File: src/rtl/muldiv_ctrl_pkg.sv
// Shared encodings and constants for the EX-stage multiply/divide sequencer.
package muldiv_ctrl_pkg;

    localparam int unsigned DATA_W = 32;

    typedef enum logic [2:0] {
        OP_NONE  = 3'd0,
        OP_MULT  = 3'd1,
        OP_MULTU = 3'd2,
        OP_DIV   = 3'd3,
        OP_DIVU  = 3'd4,
        OP_MTHI  = 3'd5,
        OP_MTLO  = 3'd6
    } op_t;

    typedef enum logic [1:0] {
        ST_IDLE     = 2'd0,
        ST_MUL_WAIT = 2'd1,
        ST_DIV_WAIT = 2'd2,
        ST_DONE     = 2'd3
    } state_t;

    localparam logic STOP    = 1'b1;
    localparam logic NO_STOP = 1'b0;

    localparam logic [DATA_W-1:0] DIV_ZERO_LO = 32'hFFFF_FFFF;

    function automatic logic op_is_signed(input op_t op);
        return (op == OP_MULT) || (op == OP_DIV);
    endfunction

endpackage

File: src/rtl/muldiv_lat_cnt.sv
// Loadable down-counter with zero flag; tracks the multiplier pipeline latency.
module muldiv_lat_cnt #(
    parameter int unsigned CNT_W = 3
) (
    input  logic             clk,
    input  logic             rst,
    input  logic             load,
    input  logic [CNT_W-1:0] load_val,
    input  logic             dec,
    output logic             zero_c
);

    logic [CNT_W-1:0] cnt;

    always_ff @(posedge clk) begin
        if (rst) begin
            cnt <= '0;
        end else if (load) begin
            cnt <= load_val;
        end else if (dec && (cnt != '0)) begin
            cnt <= cnt - CNT_W'(1);
        end
    end

    assign zero_c = (cnt == '0);

endmodule

File: src/rtl/muldiv_ctrl.sv
// Multiply/divide sequencer: drives the pipelined multiplier and iterative divider,
// stalls EX until done, then writes HI/LO once. Build option: MULDIV_EARLY_OUT_EN.
module muldiv_ctrl
    import muldiv_ctrl_pkg::*;
#(
    parameter int unsigned MUL_LATENCY = 2,
    parameter int unsigned CNT_W       = 3
) (
    input  logic                clk,
    input  logic                rst,
    input  logic                op_valid,
    input  logic [2:0]          op_type,
    input  logic [DATA_W-1:0]   src_a,
    input  logic [DATA_W-1:0]   src_b,
    input  logic                annul,
    output logic                stallreq,
    output logic                busy,
    output logic                hi_we,
    output logic                lo_we,
    output logic [DATA_W-1:0]   hi_wdata,
    output logic [DATA_W-1:0]   lo_wdata,
    output logic                mul_en,
    output logic                mul_signed,
    output logic [DATA_W-1:0]   mul_opa,
    output logic [DATA_W-1:0]   mul_opb,
    input  logic [2*DATA_W-1:0] mul_result,
    output logic                div_start,
    output logic                div_signed,
    output logic [DATA_W-1:0]   div_opa,
    output logic [DATA_W-1:0]   div_opb,
    output logic                div_annul,
    input  logic                div_ready,
    input  logic [2*DATA_W-1:0] div_result
);

    state_t state, state_nxt;
    op_t    op;
    logic   accept, is_mul, is_div, early_out;
    logic   cnt_load, cnt_zero_c;

    logic [DATA_W-1:0] hi_q, lo_q;
    logic [DATA_W-1:0] mul_opa_q, mul_opb_q, div_opa_q, div_opb_q;
    logic              mul_sgn_q, div_sgn_q, busy_q, div_start_q, div_annul_q;

    assign op     = op_t'(op_type);
    assign accept = (state == ST_IDLE) && op_valid && !annul;
    assign is_mul = (op == OP_MULT) || (op == OP_MULTU);
    assign is_div = (op == OP_DIV) || (op == OP_DIVU);

`ifdef MULDIV_EARLY_OUT_EN
    // Trivially-zero products and zero dividends skip both units.
    assign early_out = (is_mul && ((src_a == '0) || (src_b == '0))) ||
                       (is_div && (src_a == '0) && (src_b != '0));
`else
    assign early_out = 1'b0;
`endif

    muldiv_lat_cnt #(.CNT_W(CNT_W)) u_lat_cnt (
        .clk      (clk),
        .rst      (rst),
        .load     (cnt_load),
        .load_val (CNT_W'(MUL_LATENCY - 1)),
        .dec      (state == ST_MUL_WAIT),
        .zero_c   (cnt_zero_c)
    );

    always_ff @(posedge clk) begin
        if (rst) state <= ST_IDLE;
        else     state <= state_nxt;
    end

    // Next state plus the combinational outputs (stall, IDLE mt writes, mul_en).
    always_comb begin
        state_nxt = state;
        stallreq  = NO_STOP;
        hi_we     = 1'b0;
        lo_we     = 1'b0;
        hi_wdata  = '0;
        lo_wdata  = '0;
        mul_en    = 1'b0;
        cnt_load  = 1'b0;
        case (state)
            ST_IDLE: begin
                if (accept) begin
                    case (op)
                        OP_MTHI: begin
                            hi_we    = 1'b1;
                            hi_wdata = src_a;
                        end
                        OP_MTLO: begin
                            lo_we    = 1'b1;
                            lo_wdata = src_a;
                        end
                        OP_MULT, OP_MULTU: begin
                            stallreq = STOP;
                            if (early_out) begin
                                state_nxt = ST_DONE;
                            end else begin
                                mul_en    = 1'b1;
                                cnt_load  = 1'b1;
                                state_nxt = ST_MUL_WAIT;
                            end
                        end
                        OP_DIV, OP_DIVU: begin
                            stallreq  = STOP;
                            state_nxt = ((src_b == '0) || early_out) ? ST_DONE : ST_DIV_WAIT;
                        end
                        default: ;
                    endcase
                end
            end
            ST_MUL_WAIT: begin
                stallreq = STOP;
                if (annul)           state_nxt = ST_IDLE;
                else if (cnt_zero_c) state_nxt = ST_DONE;
            end
            ST_DIV_WAIT: begin
                stallreq = STOP;
                if (annul)          state_nxt = ST_IDLE;
                else if (div_ready) state_nxt = ST_DONE;
            end
            ST_DONE: begin
                // Instruction has committed: write regardless of annul or op_valid.
                hi_we     = 1'b1;
                lo_we     = 1'b1;
                hi_wdata  = hi_q;
                lo_wdata  = lo_q;
                state_nxt = ST_IDLE;
            end
            default: state_nxt = ST_IDLE;
        endcase
    end

    // Registered control, latched operands and the HI/LO result register.
    always_ff @(posedge clk) begin
        if (rst) begin
            busy_q      <= 1'b0;
            div_start_q <= 1'b0;
            div_annul_q <= 1'b0;
            mul_opa_q   <= '0;
            mul_opb_q   <= '0;
            mul_sgn_q   <= 1'b0;
            div_opa_q   <= '0;
            div_opb_q   <= '0;
            div_sgn_q   <= 1'b0;
            hi_q        <= '0;
            lo_q        <= '0;
        end else begin
            busy_q      <= (state_nxt != ST_IDLE);
            div_start_q <= (state_nxt == ST_DIV_WAIT);
            div_annul_q <= (state == ST_DIV_WAIT) && annul;
            if (mul_en) begin
                mul_opa_q <= src_a;
                mul_opb_q <= src_b;
                mul_sgn_q <= op_is_signed(op);
            end
            if ((state == ST_IDLE) && (state_nxt == ST_DIV_WAIT)) begin
                div_opa_q <= src_a;
                div_opb_q <= src_b;
                div_sgn_q <= op_is_signed(op);
            end
            if (state_nxt == ST_DONE) begin
                case (state)
                    ST_IDLE: begin
                        if (early_out) begin
                            hi_q <= '0;
                            lo_q <= '0;
                        end else begin
                            hi_q <= src_a;
                            lo_q <= DIV_ZERO_LO;
                        end
                    end
                    ST_MUL_WAIT: {hi_q, lo_q} <= mul_result;
                    ST_DIV_WAIT: {hi_q, lo_q} <= div_result;
                    default: ;
                endcase
            end
        end
    end

    assign busy       = busy_q;
    assign mul_signed = mul_en ? op_is_signed(op) : mul_sgn_q;
    assign mul_opa    = mul_en ? src_a : mul_opa_q;
    assign mul_opb    = mul_en ? src_b : mul_opb_q;
    assign div_start  = div_start_q;
    assign div_signed = div_sgn_q;
    assign div_opa    = div_opa_q;
    assign div_opb    = div_opb_q;
    assign div_annul  = div_annul_q;

endmodule

File: config.mk
export PLATFORM = sky130hd
export DESIGN_NAME = muldiv_ctrl
export DESIGN_NICKNAME = d
export VERILOG_FILES = /design/src/rtl/muldiv_ctrl_pkg.sv /design/src/rtl/muldiv_lat_cnt.sv /design/src/rtl/muldiv_ctrl.sv
export SDC_FILE = /design/constraint.sdc
export NUM_CORES = 1
export LEC_CHECK = 0
export CORE_ASPECT_RATIO = 1.2
export CORE_MARGIN = 2
export CORE_UTILIZATION = 41
export CTS_CLUSTER_SIZE = 14
export DETAILED_ROUTE_END_ITERATION = 12
export PLACE_DENSITY_LB_ADDON = 0.25
export SLEW_MARGIN = 20
export SYNTH_ARGS = -nofsm -noshare
export SYNTH_HDL_FRONTEND = slang
export SYNTH_SLANG_ARGS = --single-unit
File: constraint.sdc
create_clock -name clk -period 2.3 [get_ports clk]
set_clock_uncertainty 0.15 [all_clocks]
set_input_delay 0.23 -clock clk [delete_from_list [all_inputs] [get_ports clk]]
set_output_delay 0.23 -clock clk [all_outputs]
set_load 0.01 [all_outputs]
==> summary.md <==
| Metric | Value |
|---|---|
| Status | `finished with violations` |
| Violated checks | `setup timing` |
| Slew Limit Fails | `0` |
| LEAKAGE | `8.23 nW` |
| Estimated wirelength of the detail-placed design | `26,600 µm` |
| Num ports | `401` |
| Filler cell count | `1,726` |
| RSZ-0062 raised after global routing | `yes` |
| Post-synth top area cell | `dfxtp_1` |
| Synth area leaders | `dfxtp_1, nand2b_1, mux2i_1` |
| Nets@finish | `2,000` |
| WL/cell | `22.6 µm` |
| Layout Utilization | `75.4%` |
| Max FO, Critical Path | `4` |
| Initial Util | `41.7%` |
| Chip Height | `180 µm` |
| Drt drc | `0` |
| Hold Path Class | `primary input to flop` |
| PnR worst setup slack | `-490 ps` |
| Crit end category | `primary output` |
| Post-synth top area share | `38.1%` |
| Tcrit/Tclk final | `121%` |
| Antenna viol nets, final | `0` |
| Final Hold Vio Count | `0` |
| Initial DRC count | `677` |
| Rows | `64` |
| Max transition margin | `62.2%` |
| Crit path DAT | `2410 ps` |
| Worst setup SP type | `flop` |
| Antenna cell count | `0` |
| Synth top cells by count | `dfxtp_1, nand2_1, nand2b_1` |
| Die W | `151 µm` |
| Vias per Instance | `5.51` |
| Worst Path Required | `1920 ps` |
| CTS max path bufs | `3` |
| VDD IR max | `0.406 mV` |
| Post-synthesis async set-or-reset flop share | `0%` |
| H-tree depth | `1` |
| Fmax | `358 MHz` |
| Power Density | `488 nW/µm²` |
| Clock Latency Late Sink | `510 ps` |
| Syn_area_per_cell | `8.40 µm²` |
| Root buffer cell | `clkbuf_16` |
| Clock transition at the registers of the reported paths | `60 ps` |
| Post-Layout Cell Count | `2,138` |
| Pin count of the biggest net entering global routing | `84` |
| Synthesis-to-finish area growth | `80.9%` |
| Area of the multi-input gates | `7390 µm²` |
| Synth Net Count | `1,471` |
| Post-Synthesis Cells | `1,264` |
| WL final | `48,400 µm` |
| Vias in the first global route | `11,500` |
| Sequential fraction of the synthesis area | `38.1%` |
| Finished Cell Area | `19,200 µm²` |
| Synth cell types | `43` |
| CTS Buf Count | `22` |
| Setup Crit Path Kind | `flop to primary output` |
| Hold WS | `98.3 ps` |
| Count leader, synth | `dfxtp_1` |
| Core ar. | `25,500 µm²` |
| Initial antenna violation count | `0` |
| Post-placement cell count | `1,979` |
| PortBufs | `400` |
| Post-synth EDFFs | `0` |
| Yosys warning count | `0` |
| Worst Tran Pin Value | `561 ps` |
| Sink Count | `202` |
| Endpoints failing setup | `263` |
| Remaining global-route overflow | `0` |
| Top FF cell, synth | `dfxtp_1` |
| #FFs+latches synth | `202` |
| First-pass GRT wire length | `63,900 µm` |
| TritonCTS clock tree | `done` |
| Cell area after synthesis | `10,600 µm²` |
| Via Count | `11,800` |
| DRT Pass-1 Iters | `5` |
| Ratio of cells with drive above 1 in the final layout | `36.7%` |
| Placer congestion estimate | `0.890` |
| GRT Total Usage | `30.3%` |
| Register area | `4050 µm²` |
| Placed instance area | `15,500 µm²` |
| Final min period | `2790 ps` |
| Max Cap Violations | `0` |
| Die Area | `27,200 µm²` |
-- routing by layer --
layer | vias up | GRT usage [%] | wire length, µm
met1 | 5673 | 35.7 | 18200
met4 | 0 | 16.6 | 3370
met5 | - | 0 | 0
li1 | 5349 | - | -
met2 | 572 | 51.1 | 23300
met3 | 193 | 6.20 | 3470
-- cell usage in the layout (no fill, tap or decap), drive strengths merged, types with 2 or more instances in the layout --
master / n
buf: 339
clkdlybuf4s50: 266
dfxtp: 202
nand2: 198
nand2b: 161
nor2: 107
nor2b: 97
a22oi: 97
mux2i: 96
clkbuf: 44
a21oi: 37
or3: 35
a221oi: 32
mux2: 32
inv: 8
nor4: 8
clkinv: 7
ha: 7
o21ai: 4
nand3: 4
nor3: 4
xnor2: 2
nand4: 2
o31ai: 2
a2111oi: 2
and2: 2
and3b: 2
nor3b: 2
-- report_power, final --
| part | switching (mW) | total, mW | internal (mW) |
|---|---|---|---|
| clock | 1.51 | 3.61 | 2.10 |
| sequential | 0.0536 | 3.64 | 3.59 |
| combinational | 1.01 | 2.12 | 1.12 |
| total | 2.57 | 9.37 | 6.80 |
-- critical path, cell delays in order, from the launching register on --
cell and delay, ps:
dfxtp_2 330, inv_2 70, ha_4 160, and3b_2 260
nand2_4 90, nor3b_4 250, buf_6 180, buf_12 140
buf_12 110, a22oi_2 40, nor2_1 120, buf_2 150
-- layout make-up --
type / instances / share of cell area [%]
inverter: 9 / 0.241
multi-input combinational: 941 / 38.5
clock buffer: 32 / 3.44
sequential: 202 / 21.1
clock inverter: 7 / 0.313
tap: 330 / 2.15
timing repair buffer: 617 / 34.3
-- state kept, by name (all words and copies together), names as in the netlist --
register and count:
div_opa 32, busy 1, div_signed 1, mul_opa_q 32
mul_sgn_q 1, div_annul 1, u_lat_cnt.cnt 3, div_opb 32
lo_q 32, mul_opb_q 32, div_start 1, state 2
hi_q 32
-- final timing paths --
check                                        startpoint                       end  slack (ps)  depth (start not counted)
worst max-delay path                state[1]$_SDFF_PP0_               lo_wdata[6]        -490                         11
worst min-delay path                                rst  mul_opa_q[14]$_SDFF_PP0_         100                          2
worst max register to register      state[1]$_SDFF_PP0_  div_opb[26]$_SDFFE_PP0P_        -190                         12
worst min register to register  div_opb[0]$_SDFFE_PP0P_   div_opb[0]$_SDFFE_PP0P_         330                          2
-- cell families (layout without fill, tap and decap cells) --
group	after synthesis	in the layout	share of synthesized area (%)
buffers and inverters	121	665	5.31
muxes	128	128	13.4
xor gates and xnor gates	2	2	0.165
AOI/OAI and AO/OA	181	181	12.4
and+or+nand+nor	623	623	29.7
DFF	202	202	38.1
adders and majority gates	7	7	0.825
-- per-stage QoR --
stage	setup TNS, ps	power, mW	setup slack, ps
global route	-81290	9.66	-572
floorplan	0	4.40	9.71
global placement	-123280	5.35	-596
finish	-60120	9.37	-490
CTS	-45200	9.11	-401
detailed placement	-125460	5.37	-591
-- repair_timing --
action / 4_1_cts / 5_1_grt
pin swaps: 72 / 133
gates resized for setup: 762 / 290
buffers inserted: 66 / 42
hold buffers: 0 / 0
setup endpoints to repair: 261 / 264
gates cloned: 19 / 15
(Power assumes the default switching activity.)
